==> src/rtl/eth_pkg.sv <==
`default_nettype none
// ============================================================================
//  Module      : eth_pkg
//  Description : Shared types and constants for the Ethernet receive path:
//                MAC address type, header record, CRC-32 constants, header
//                and FCS lengths, and a saturating length-increment helper.
//  Revision    : 1.0  initial release
// ============================================================================
package eth_pkg;

  typedef logic [47:0] mac_t;

  // Ethernet header exactly as it appears on the wire (big-endian fields).
  typedef struct packed {
    mac_t        dst;
    mac_t        src;
    logic [15:0] etype;
  } eth_hdr_t;

  localparam mac_t        ETH_BCAST     = 48'hFFFF_FFFF_FFFF;
  localparam logic [15:0] ETH_TYPE_IPV4 = 16'h0800;

  localparam logic [31:0] CRC_POLY_REFL = 32'hEDB8_8320;
  localparam logic [31:0] CRC_INIT      = 32'hFFFF_FFFF;
  localparam logic [31:0] CRC_RESIDUE   = 32'hDEBB_20E3;

  localparam int ETH_HDR_LEN = 14;
  localparam int ETH_FCS_LEN = 4;

  // Frame byte counter width and its saturation value.
  localparam int          LEN_W   = 11;
  localparam logic [10:0] LEN_SAT = 11'd2047;

  // Length after one more byte, sticking at LEN_SAT instead of wrapping.
  function automatic logic [10:0] len_inc(input logic [10:0] n);
    return (n == LEN_SAT) ? n : n + 11'd1;
  endfunction

endpackage
`default_nettype wire

==> src/rtl/eth_crc32.sv <==
`default_nettype none
// ============================================================================
//  Module      : eth_crc32
//  Description : Byte-wide next-state function of the Ethernet CRC-32
//                (reflected polynomial EDB88320, LSB of the byte first).
//                Purely combinational; the CRC register lives in the caller.
//  Ports       : crc_in  [31:0] current CRC register value
//                data    [7:0]  byte being absorbed
//                crc_out [31:0] CRC after absorbing data
//  Revision    : 1.0  initial release
// ============================================================================
module eth_crc32
  import eth_pkg::*;
(
  input  logic [31:0] crc_in,
  input  logic [7:0]  data,
  output logic [31:0] crc_out
);

  logic [31:0] w_c;

  // With the reflected form the whole byte can be XORed into the low bits
  // up front; each of the 8 shifts then consumes one data bit, LSB first.
  always_comb begin
    w_c = crc_in ^ {24'd0, data};
    for (int i = 0; i < 8; i++) begin
      w_c = w_c[0] ? ((w_c >> 1) ^ CRC_POLY_REFL) : (w_c >> 1);
    end
    crc_out = w_c;
  end

endmodule
`default_nettype wire

==> src/rtl/eth_rx_frame.sv <==
`default_nettype none
// ============================================================================
//  Module      : eth_rx_frame
//  Description : Ethernet receive framer. Takes the byte stream from the RMII
//                receiver, captures the 14-byte header, filters on the
//                destination MAC, checks the CRC-32 FCS and forwards only the
//                payload (header and FCS stripped), followed by one status
//                beat per frame.
//  Ports       : clk, resetn (async, active-low)
//                rx_data_vld/rx_data_last/rx_data  input byte stream
//                out_vld/out_last/out_data         payload stream
//                hdr_vld + hdr_dst/hdr_src/hdr_type header fields
//                stat_vld + stat_crc_ok/runt/long/len per-frame status
//                drop                               address-filter discard
//  Revision    : 1.0  initial release
// ============================================================================
module eth_rx_frame
  import eth_pkg::*;
#(
  parameter mac_t MAC_ADDR  = 48'h0010A47BEA80,
  parameter bit   PROMISC   = 1'b0,
  parameter int   MIN_FRAME = 64,
  parameter int   MAX_FRAME = 1518
) (
  input  logic        clk,
  input  logic        resetn,
  input  logic        rx_data_vld,
  input  logic        rx_data_last,
  input  logic [7:0]  rx_data,
  output logic        out_vld,
  output logic        out_last,
  output logic [7:0]  out_data,
  output logic        hdr_vld,
  output logic [47:0] hdr_dst,
  output logic [47:0] hdr_src,
  output logic [15:0] hdr_type,
  output logic        stat_vld,
  output logic        stat_crc_ok,
  output logic        stat_runt,
  output logic        stat_long,
  output logic [10:0] stat_len,
  output logic        drop
);

  // --------------------------------------------------------------------------
  // State encoding and byte-index landmarks
  // --------------------------------------------------------------------------
  localparam logic [1:0] ST_IDLE    = 2'd0;
  localparam logic [1:0] ST_HDR     = 2'd1;
  localparam logic [1:0] ST_PAYLOAD = 2'd2;
  localparam logic [1:0] ST_DROP    = 2'd3;

  localparam logic [10:0] MIN_LEN      = 11'(MIN_FRAME);
  localparam logic [10:0] MAX_LEN      = 11'(MAX_FRAME);
  localparam logic [10:0] IDX_DST_LAST = 11'd5;
  localparam logic [10:0] IDX_HDR_LAST = 11'(ETH_HDR_LEN - 1);
  // First input index whose 4-deep delay output is a payload byte.
  localparam logic [10:0] IDX_FIRST_OUT = 11'(ETH_HDR_LEN + ETH_FCS_LEN);
  // Shortest frame for which an FCS check is meaningful.
  localparam logic [10:0] MIN_CRC_LEN  = 11'(ETH_FCS_LEN + 1);

  // --------------------------------------------------------------------------
  // Registers
  // --------------------------------------------------------------------------
  logic [1:0]   r_state;
  logic [10:0]  r_cnt;       // index of the next byte; 0 between frames
  logic [31:0]  r_crc;
  logic [103:0] r_hdr_sr;    // last 13 header bytes, oldest in the MSBs
  logic [31:0]  r_dly;       // 4-byte delay line, oldest byte in [31:24]

  // --------------------------------------------------------------------------
  // Combinational helpers
  // --------------------------------------------------------------------------
  logic [31:0] w_crc_next;
  logic [10:0] w_len;
  logic        w_in_hdr;
  mac_t        w_dst_now;
  logic        w_dst_pass;
  logic        w_filt_fail;
  eth_hdr_t    w_hdr;

  eth_crc32 u_crc (
    .crc_in  (r_crc),
    .data    (rx_data),
    .crc_out (w_crc_next)
  );

  // Length of the frame including the current byte.
  assign w_len    = len_inc(r_cnt);
  assign w_in_hdr = (r_state == ST_IDLE) || (r_state == ST_HDR);

  // On byte 5 the destination is the five shifted-in bytes plus this one.
  assign w_dst_now  = {r_hdr_sr[39:0], rx_data};
  assign w_dst_pass = PROMISC || (w_dst_now == MAC_ADDR) || (w_dst_now == ETH_BCAST);
  assign w_filt_fail = w_in_hdr && (r_cnt == IDX_DST_LAST) && !w_dst_pass;

  // On byte 13 the complete header is the 13 stored bytes plus this one.
  assign w_hdr = {r_hdr_sr, rx_data};

  // --------------------------------------------------------------------------
  // Frame tracking, CRC and header shift register
  // --------------------------------------------------------------------------
  always_ff @(posedge clk or negedge resetn) begin
    if (!resetn) begin
      r_state  <= ST_IDLE;
      r_cnt    <= '0;
      r_crc    <= CRC_INIT;
      r_hdr_sr <= '0;
      r_dly    <= '0;
    end else if (rx_data_vld) begin
      r_dly <= {r_dly[23:0], rx_data};

      // Counter and CRC rearm on the last byte so the next frame can start
      // on the very next cycle without passing through an idle beat.
      if (rx_data_last) begin
        r_cnt <= '0;
        r_crc <= CRC_INIT;
      end else begin
        r_cnt <= w_len;
        r_crc <= w_crc_next;
      end

      case (r_state)
        ST_IDLE, ST_HDR: begin
          r_hdr_sr <= {r_hdr_sr[95:0], rx_data};
          if (rx_data_last) begin
            r_state <= ST_IDLE;
          end else if (w_filt_fail) begin
            r_state <= ST_DROP;
          end else if (r_cnt == IDX_HDR_LAST) begin
            r_state <= ST_PAYLOAD;
          end else begin
            r_state <= ST_HDR;
          end
        end
        ST_PAYLOAD, ST_DROP: begin
          if (rx_data_last) begin
            r_state <= ST_IDLE;
          end
        end
        default: r_state <= ST_IDLE;
      endcase
    end
  end

  // --------------------------------------------------------------------------
  // Output registers: pulses default low each cycle, fields hold their value
  // --------------------------------------------------------------------------
  always_ff @(posedge clk or negedge resetn) begin
    if (!resetn) begin
      out_vld     <= 1'b0;
      out_last    <= 1'b0;
      out_data    <= '0;
      hdr_vld     <= 1'b0;
      hdr_dst     <= '0;
      hdr_src     <= '0;
      hdr_type    <= '0;
      stat_vld    <= 1'b0;
      stat_crc_ok <= 1'b0;
      stat_runt   <= 1'b0;
      stat_long   <= 1'b0;
      stat_len    <= '0;
      drop        <= 1'b0;
    end else begin
      out_vld  <= 1'b0;
      out_last <= 1'b0;
      hdr_vld  <= 1'b0;
      stat_vld <= 1'b0;
      drop     <= 1'b0;

      if (rx_data_vld) begin
        // Header complete (a frame ending exactly here still reports it).
        if ((r_state == ST_HDR) && (r_cnt == IDX_HDR_LAST)) begin
          hdr_vld  <= 1'b1;
          hdr_dst  <= w_hdr.dst;
          hdr_src  <= w_hdr.src;
          hdr_type <= w_hdr.etype;
        end

        // The byte leaving the delay line is payload once four bytes past
        // the header have been seen; the last four are the FCS and never leave.
        if ((r_state == ST_PAYLOAD) && (r_cnt >= IDX_FIRST_OUT)) begin
          out_vld  <= 1'b1;
          out_data <= r_dly[31:24];
          out_last <= rx_data_last;
        end

        if (rx_data_last) begin
          if ((r_state == ST_DROP) || w_filt_fail) begin
            drop <= 1'b1;
          end else begin
            stat_vld    <= 1'b1;
            stat_len    <= w_len;
            stat_runt   <= (w_len < MIN_LEN);
            stat_long   <= (w_len > MAX_LEN);
            stat_crc_ok <= (w_crc_next == CRC_RESIDUE) && (w_len >= MIN_CRC_LEN);
          end
        end
      end
    end
  end

endmodule
`default_nettype wire

==> config.mk <==
export PLATFORM = sky130hd
export DESIGN_NAME = eth_rx_frame
export DESIGN_NICKNAME = d
export VERILOG_FILES = /design/src/rtl/eth_pkg.sv /design/src/rtl/eth_crc32.sv /design/src/rtl/eth_rx_frame.sv
export SDC_FILE = /design/constraint.sdc
export NUM_CORES = 1
export LEC_CHECK = 0
export ABC_AREA = 1
export BUFFER_PORTS_ARGS = -buffer_cell sky130_fd_sc_hd__buf_2
export CAP_MARGIN = 20
export CELL_PAD_IN_SITES_DETAIL_PLACEMENT = 1
export CELL_PAD_IN_SITES_GLOBAL_PLACEMENT = 1
export CORE_ASPECT_RATIO = 1.1
export CORE_MARGIN = 1
export CORE_UTILIZATION = 48
export CTS_BUF_LIST = sky130_fd_sc_hd__clkbuf_16
export CTS_CLUSTER_DIAMETER = 30
export DETAILED_ROUTE_END_ITERATION = 16
export PLACE_DENSITY_LB_ADDON = 0.1
export SYNTH_ARGS = -nofsm -noshare
export SYNTH_HDL_FRONTEND = slang
export SYNTH_HIERARCHICAL = 1
export SYNTH_SLANG_ARGS = --single-unit
==> constraint.sdc <==
create_clock -name clk -period 5.85 [get_ports clk]
set_input_delay 0.585 -clock clk [delete_from_list [all_inputs] [get_ports clk]]
set_output_delay 0.585 -clock clk [all_outputs]
set_load 0.03 [all_outputs]
# After elaboration in Yosys (flattened, before gate mapping)
# Index checks and enable logic that the tools add are counted.
dict set report totals {
  reg_bits 320
  wordCells 88
  output_inout_bits 139
  in_bits 12
}
dict set report classes {
  n_addsub 1
  muxes 28
  eq_ne 10
  order_cmp 4
  bitwise 10
  reduce_logical 17
}
# op n
set op_table {}
lappend op_table {{$mux 32} 9}
lappend op_table {{$not 13->14} 8}
lappend op_table {{$eq 48x37->1 const B} 1}
lappend op_table {{$eq 48x48->1 const B} 1}
lappend op_table {{$eq 32x32->1 const B} 1}
lappend op_table {{$xor 32x8->32} 1}
lappend op_table {{$mux 11} 2}
lappend op_table {{$mux 1} 12}
lappend op_table {{$add 11x1->11 const B} 1}
lappend op_table {{$eq 11x11->1 const B} 1}
lappend op_table {{$eq 11x3->1 const B} 1}
lappend op_table {{$eq 11x4->1 const B} 1}
lappend op_table {{$ge 11x3->1 const B} 1}
lappend op_table {{$ge 11x5->1 const B} 1}
lappend op_table {{$gt 11x11->1 const B} 1}
lappend op_table {{$lt 11x7->1 const B} 1}
lappend op_table {{$mux 2} 4}
lappend op_table {{$reduce_and 2->1} 4}
lappend op_table {{$logic_and 1x1->1} 5}
lappend op_table {{$eq 2x2->1 const B} 2}
lappend op_table {{$pmux 2 s2} 1}
lappend op_table {{$reduce_or 2->1} 2}
lappend op_table {{$logic_or 1x1->1} 3}
lappend op_table {{$reduce_and 3->1} 1}
lappend op_table {{5 further kinds} 5}

# Depth between registers and ports, before layout
dict set report depth {
  ltp_word 19
  depth_mapped 18
  depth_no_buf 18
}

# By module
# Netlist, hierarchy kept.
# module area_per_inst_um2 cells_each instances seq_area_each_um2
set by_module_without_submodules {}
lappend by_module_without_submodules {eth_rx_frame 13217.7 1463 1 8047.7}
lappend by_module_without_submodules {eth_crc32 1108.6 211 1 0.0}

# Worst setup path after synthesis
# No wires, ideal clock.
dict set report synth_timing {
  path_type {in2reg}
  start {input rx_data[0]}
  end {register stat_crc_ok}
  setup_ns 0.065
  path_stages 14
  slack_ns 3.757
  n_path_buf 0
  arrival_ns 2.028
  required_time_ns 5.785
  path_cell_list {inv_1 > nand2_1 > nand2_1 > nand2_1 > nand2_1 > nand2_1 > nand2_2 > xor2_1 > nand4_1 > nor4_1 > nand2_1 > nor2_1 > nand3_1 > nand2_1}
}
dict set report synth_via {
  elab_cells_between_ends 26
  cone_classes {3 x eq/ne; 8 x mux; 9 x bitwise; 6 x reduce/logical}
}
# item line_no
set synth_rtl {}
lappend synth_rtl {{start: declaration} eth_rx_frame.sv:29} ;# input logic [7:0] rx_data,
lappend synth_rtl {{$xor 32x8->32} eth_crc32.sv:25} ;# w_c = crc_in ^ {24'd0, data};
lappend synth_rtl {{$mux 32 (8 in series)} eth_crc32.sv:27} ;# w_c = w_c[0] ? ((w_c >> 1) ^ CRC_POLY_REFL) : (w_c >> 1);
lappend synth_rtl {{named net w_crc_next[28]} eth_rx_frame.sv:74} ;# logic [31:0] w_crc_next;
lappend synth_rtl {{$eq 32x32->1} eth_rx_frame.sv:196} ;# stat_crc_ok <= (w_crc_next == CRC_RESIDUE) && (w_len >= MIN_CRC_LEN);
lappend synth_rtl {{$logic_and 1x1->1} eth_rx_frame.sv:196}
lappend synth_rtl {{end signal: assignment} eth_rx_frame.sv:196}
lappend synth_rtl {{end: declaration} eth_rx_frame.sv:38} ;# output logic stat_crc_ok,
# The timed path passes the listed nets, and every way through them passes these cells.
# A chain may end at the register's enable or synchronous reset.

# Final worst setup path
dict set report layout_timing {
  start {register r_cnt[1]}
  end {register hdr_dst[10]}
}
dict set report layout_via {
  elab_chain_len 3
}
# item line_no
set layout_lines {}
lappend layout_lines {{start: declaration} eth_rx_frame.sv:66} ;# logic [10:0] r_cnt;
lappend layout_lines {{start signal: assignment} eth_rx_frame.sv:119} ;# r_cnt <= w_len;
lappend layout_lines {{$eq 11x4->1} eth_rx_frame.sv:173} ;# if ((r_state == ST_HDR) && (r_cnt == IDX_HDR_LAST)) begin
lappend layout_lines {{$logic_and 1x1->1} eth_rx_frame.sv:173}
lappend layout_lines {{$reduce_and 2->1 (no line)} -}
lappend layout_lines {{end signal: assignment} eth_rx_frame.sv:175} ;# hdr_dst <= w_hdr.dst;
lappend layout_lines {{end: declaration} eth_rx_frame.sv:34} ;# output logic [47:0] hdr_dst,
# No other way between the ends.

==> qor.yml <==
outcome:
  run_status: "finished, final reports clean"
synth:
  synth-compound-area-share_pct: 12.12
  share_of_cell_area_taken_by_muxes_after_synthesis_pct: 0
  synth_warnings: 6
  synth.ff_latch_count: 320
  async_reset_ff_share_pct: 100.0
  main_combinational_cell_family_by_area_after_synthesis: "simple AND/OR/NAND/NOR gates"
  number_of_enable_type_register_cells_in_the_synthesized_netlist: 0
  synthDistinctLibCells: 38
  synth_area_per_cell_um2: 8.558
  mappedNetlistArea_um2: 14330
  post_synth_xor_xnor_area_pct: 3.397
  synth_seq_area_share_pct: 56.17
  yosys.area_share.adder_pct: 0.2620
  synthesis.instances: 1674
  yosys.area_share.simple_pct: 17.67
  syn_nets: 1689
  ys.flop_type: "sky130_fd_sc_hd__dfrtp_1"
floorplanning:
  floorplan.rows: 65
  chipWidth_um: 166.7
  core_um2: 29030
  design.die.area_um2: 30540
  pin_count: 151
  floorplan.initialDensity_pct: 49.34
  die_height_um: 183.2
cells_and_area:
  final_common_cell: "sky130_fd_sc_hd__nand2_1"
  mostFrequentLayoutCells: "sky130_fd_sc_hd__nand2_1, sky130_fd_sc_hd__dfrtp_1, sky130_fd_sc_hd__inv_1"
  area_of_combinational_cells_with_multiple_inputs_um2: 4797
  final_design_area_no_fill_um2: 17650
  antenna_cells: 0
  layout.nets: 1859
  fill_cells: 3408
  register_area_um2: 8048
  post-route-util_pct: 60.79
  syn2layout_area_growth_pct: 23.20
  post_route_cells_drive_above_1_share_pct: 21.04
drt:
  routed_wirelength_um: 41650
  detailroute.via_count: 11860
  detail_route.drc_violations: 0
  final_antenna_net_count: 0
  route.detailed.wl_per_inst_um: 18.35
  via_per_inst: 5.225
  drt-initial-drc-count: 677
  firstDrtPassIters: 5
clock_network:
  tritoncts_num_sinks: 320
  cts.path.max_buffers: 3
  cts-root-buf: "sky130_fd_sc_hd__clkbuf_16"
  cts_setup_buffers: 0
  cts_max_level: 3
  cts_buf_count: 73
  postCtsHoldBufs: 0
  cts-resized-gates: 0
  clk_pin_slew_worst_paths_ns: 0.05
  clock_insertion_delay_worst_skew_ns: 0.56
  clock_tree_from_tritoncts: "built"
critical_path:
  arrival_ns: 3.40
  critPathKind: "reg2reg"
  cp_capture_type: "register"
  cp-start-kind: "register"
  critical_path_peak_fanout: 114
  ff2ff_setup_slack_ns: 2.89
  worst-endpoint-required_ns: 6.29
global_route:
  grt_pass1_vias: 12920
  grt_max_degree: 124
  number_of_antenna_violations_at_the_first_check_in_global_routing: 0
  grtUsageTotal_pct: 28.55
  globalRouteOverflowTotal: 0
  grt_first_pass_wirelength_um: 68740
power:
  vdd_ir_drop_max_uv: 270.5
  power_per_cell_area_nw_per_um2: 469.5
  p_leak_nw: 9.524
  power_w: 0.008286
timing:
  rsz_0062_raised_after_global_routing: "false"
  report.final.hold_viol_count: 0
  layout_min_cycle_time_ns: 2.958
  max_slew_margin_pct: 29.01
  final_total_negative_setup_slack_ns: 0
  period_share_pct: 50.57
  worst_skew_ns: 0.02187
  slew_violations: 0
  worst_slew_pin_slew_ns: 1.065
  clock.fmax_ghz: 0.3380
  setup-violations-final: 0
place:
  place.detailed.hpwl_um: 24810
  buffer_ports.inserted: 150
  gp_congestion: 0.8510
  cell_area_after_placement_um2: 15280
run:
  drv.max_cap_violation_count: 0
hold_path:
  holdCritPathClass: "in2async"
-- metrics by stage --
step,hold slack [ns],setup WS [ns],std cells
final,0.04841,2.892,2269
after global routing,0.1043,2.686,2269
after CTS,0.08852,2.879,2269
after detailed placement,0.4611,2.615,2137
after global placement,0.4555,2.747,2137
after floorplan,0.2894,3.757,1674
-- final timing paths --
path / startpoint / endpoint / cells past startpoint
worst max register to register: r_cnt[1] / hdr_dst[10] / 11
max in group asynchronous: resetn / r_hdr_sr[71] / 2
worst min-delay path: resetn / hdr_dst[18] / 1
worst min register to register: hdr_dst[41] / hdr_dst[41] / 2
min in group clk: rx_data_last / out_last / 3
worst max-delay path: r_cnt[1] / hdr_dst[10] / 11
-- critical path: stages, from the launching register on --
cell and delay (ns):
sky130_fd_sc_hd__dfrtp_1 0.45, sky130_fd_sc_hd__inv_1 0.11, sky130_fd_sc_hd__ha_1 0.16, sky130_fd_sc_hd__inv_1 0.08, sky130_fd_sc_hd__nor3_1 0.24, sky130_fd_sc_hd__and2_1 0.23
sky130_fd_sc_hd__nand3_2 0.13, sky130_fd_sc_hd__inv_6 0.64, sky130_fd_sc_hd__buf_4 0.44, sky130_fd_sc_hd__nand2_1 0.10, sky130_fd_sc_hd__o21ai_0 0.12, sky130_fd_sc_hd__inv_1 0.07
-- sequential cells by signal, indices dropped and copies added (netlist names), 2 cells and up --
signal    count
r_crc        32
r_state       2
out_data      8
hdr_dst      48
hdr_src      48
stat_len     11
hdr_type     16
r_dly        32
r_cnt        11
r_hdr_sr    104
-- synth_stat cells, types with 12 or more instances --
master	instances	area, um^2
sky130_fd_sc_hd__a21oi_1	12	60.06
sky130_fd_sc_hd__clkbuf_1	30	112.6
sky130_fd_sc_hd__dfrtp_1	288	7207
sky130_fd_sc_hd__dfstp_2	32	840.8
sky130_fd_sc_hd__inv_1	253	949.7
sky130_fd_sc_hd__inv_2	41	153.9
sky130_fd_sc_hd__nand2_1	472	1772
sky130_fd_sc_hd__nand2_2	16	100.1
sky130_fd_sc_hd__nand3_1	38	190.2
sky130_fd_sc_hd__nand4_1	12	75.07
sky130_fd_sc_hd__nor2_1	75	281.5
sky130_fd_sc_hd__o21ai_0	209	1046
sky130_fd_sc_hd__o21ai_1	28	140.1
sky130_fd_sc_hd__o21ai_2	28	245.2
sky130_fd_sc_hd__o22a_1	19	166.4
sky130_fd_sc_hd__xor2_1	43	376.6
-- cell type report --
type                    instances  area share [%]
clock inverters                57           2.786
multi-input cells             992           27.18
inverters                     295           6.302
repair buffers                162           4.892
clock buffers                  75           10.63
well taps                     368           2.609
flip-flops and latches        320           45.60
-- power by group --
group	total, W	leakage [nW]	switching (W)	internal (W)
clock	0.00391	1.18	0.00129	0.00262
sequential	0.00274	4.19	0.000197	0.00254
combinational	0.00164	4.15	0.00113	0.000504
total	0.00829	9.52	0.00262	0.00567
-- metal layers --
| layer | up-vias | share of wire [%] | global-route usage (%) |
|---|---|---|---|
| met5 | - | 0 | 0 |
| met4 | 0 | 3.3 | 12.81 |
| met3 | 93 | 4.1 | 4.899 |
| met2 | 289 | 50 | 49.23 |
| met1 | 5953 | 42 | 35.25 |
| li1 | 5520 | - | - |
-- logic make-up (layout without fill, tap and decap cells) --
| family | after synthesis | after routing |
|---|---|---|
| flip-flops | 320 | 320 |
| AO/OA/AOI/OAI | 308 | 308 |
| XOR/XNOR | 53 | 53 |
| AND/OR/NAND/NOR | 628 | 628 |
| buffers and inverters | 362 | 589 |
| adder cells (fa/ha/maj) | 3 | 3 |
Power figures use the tool's default switching activity.
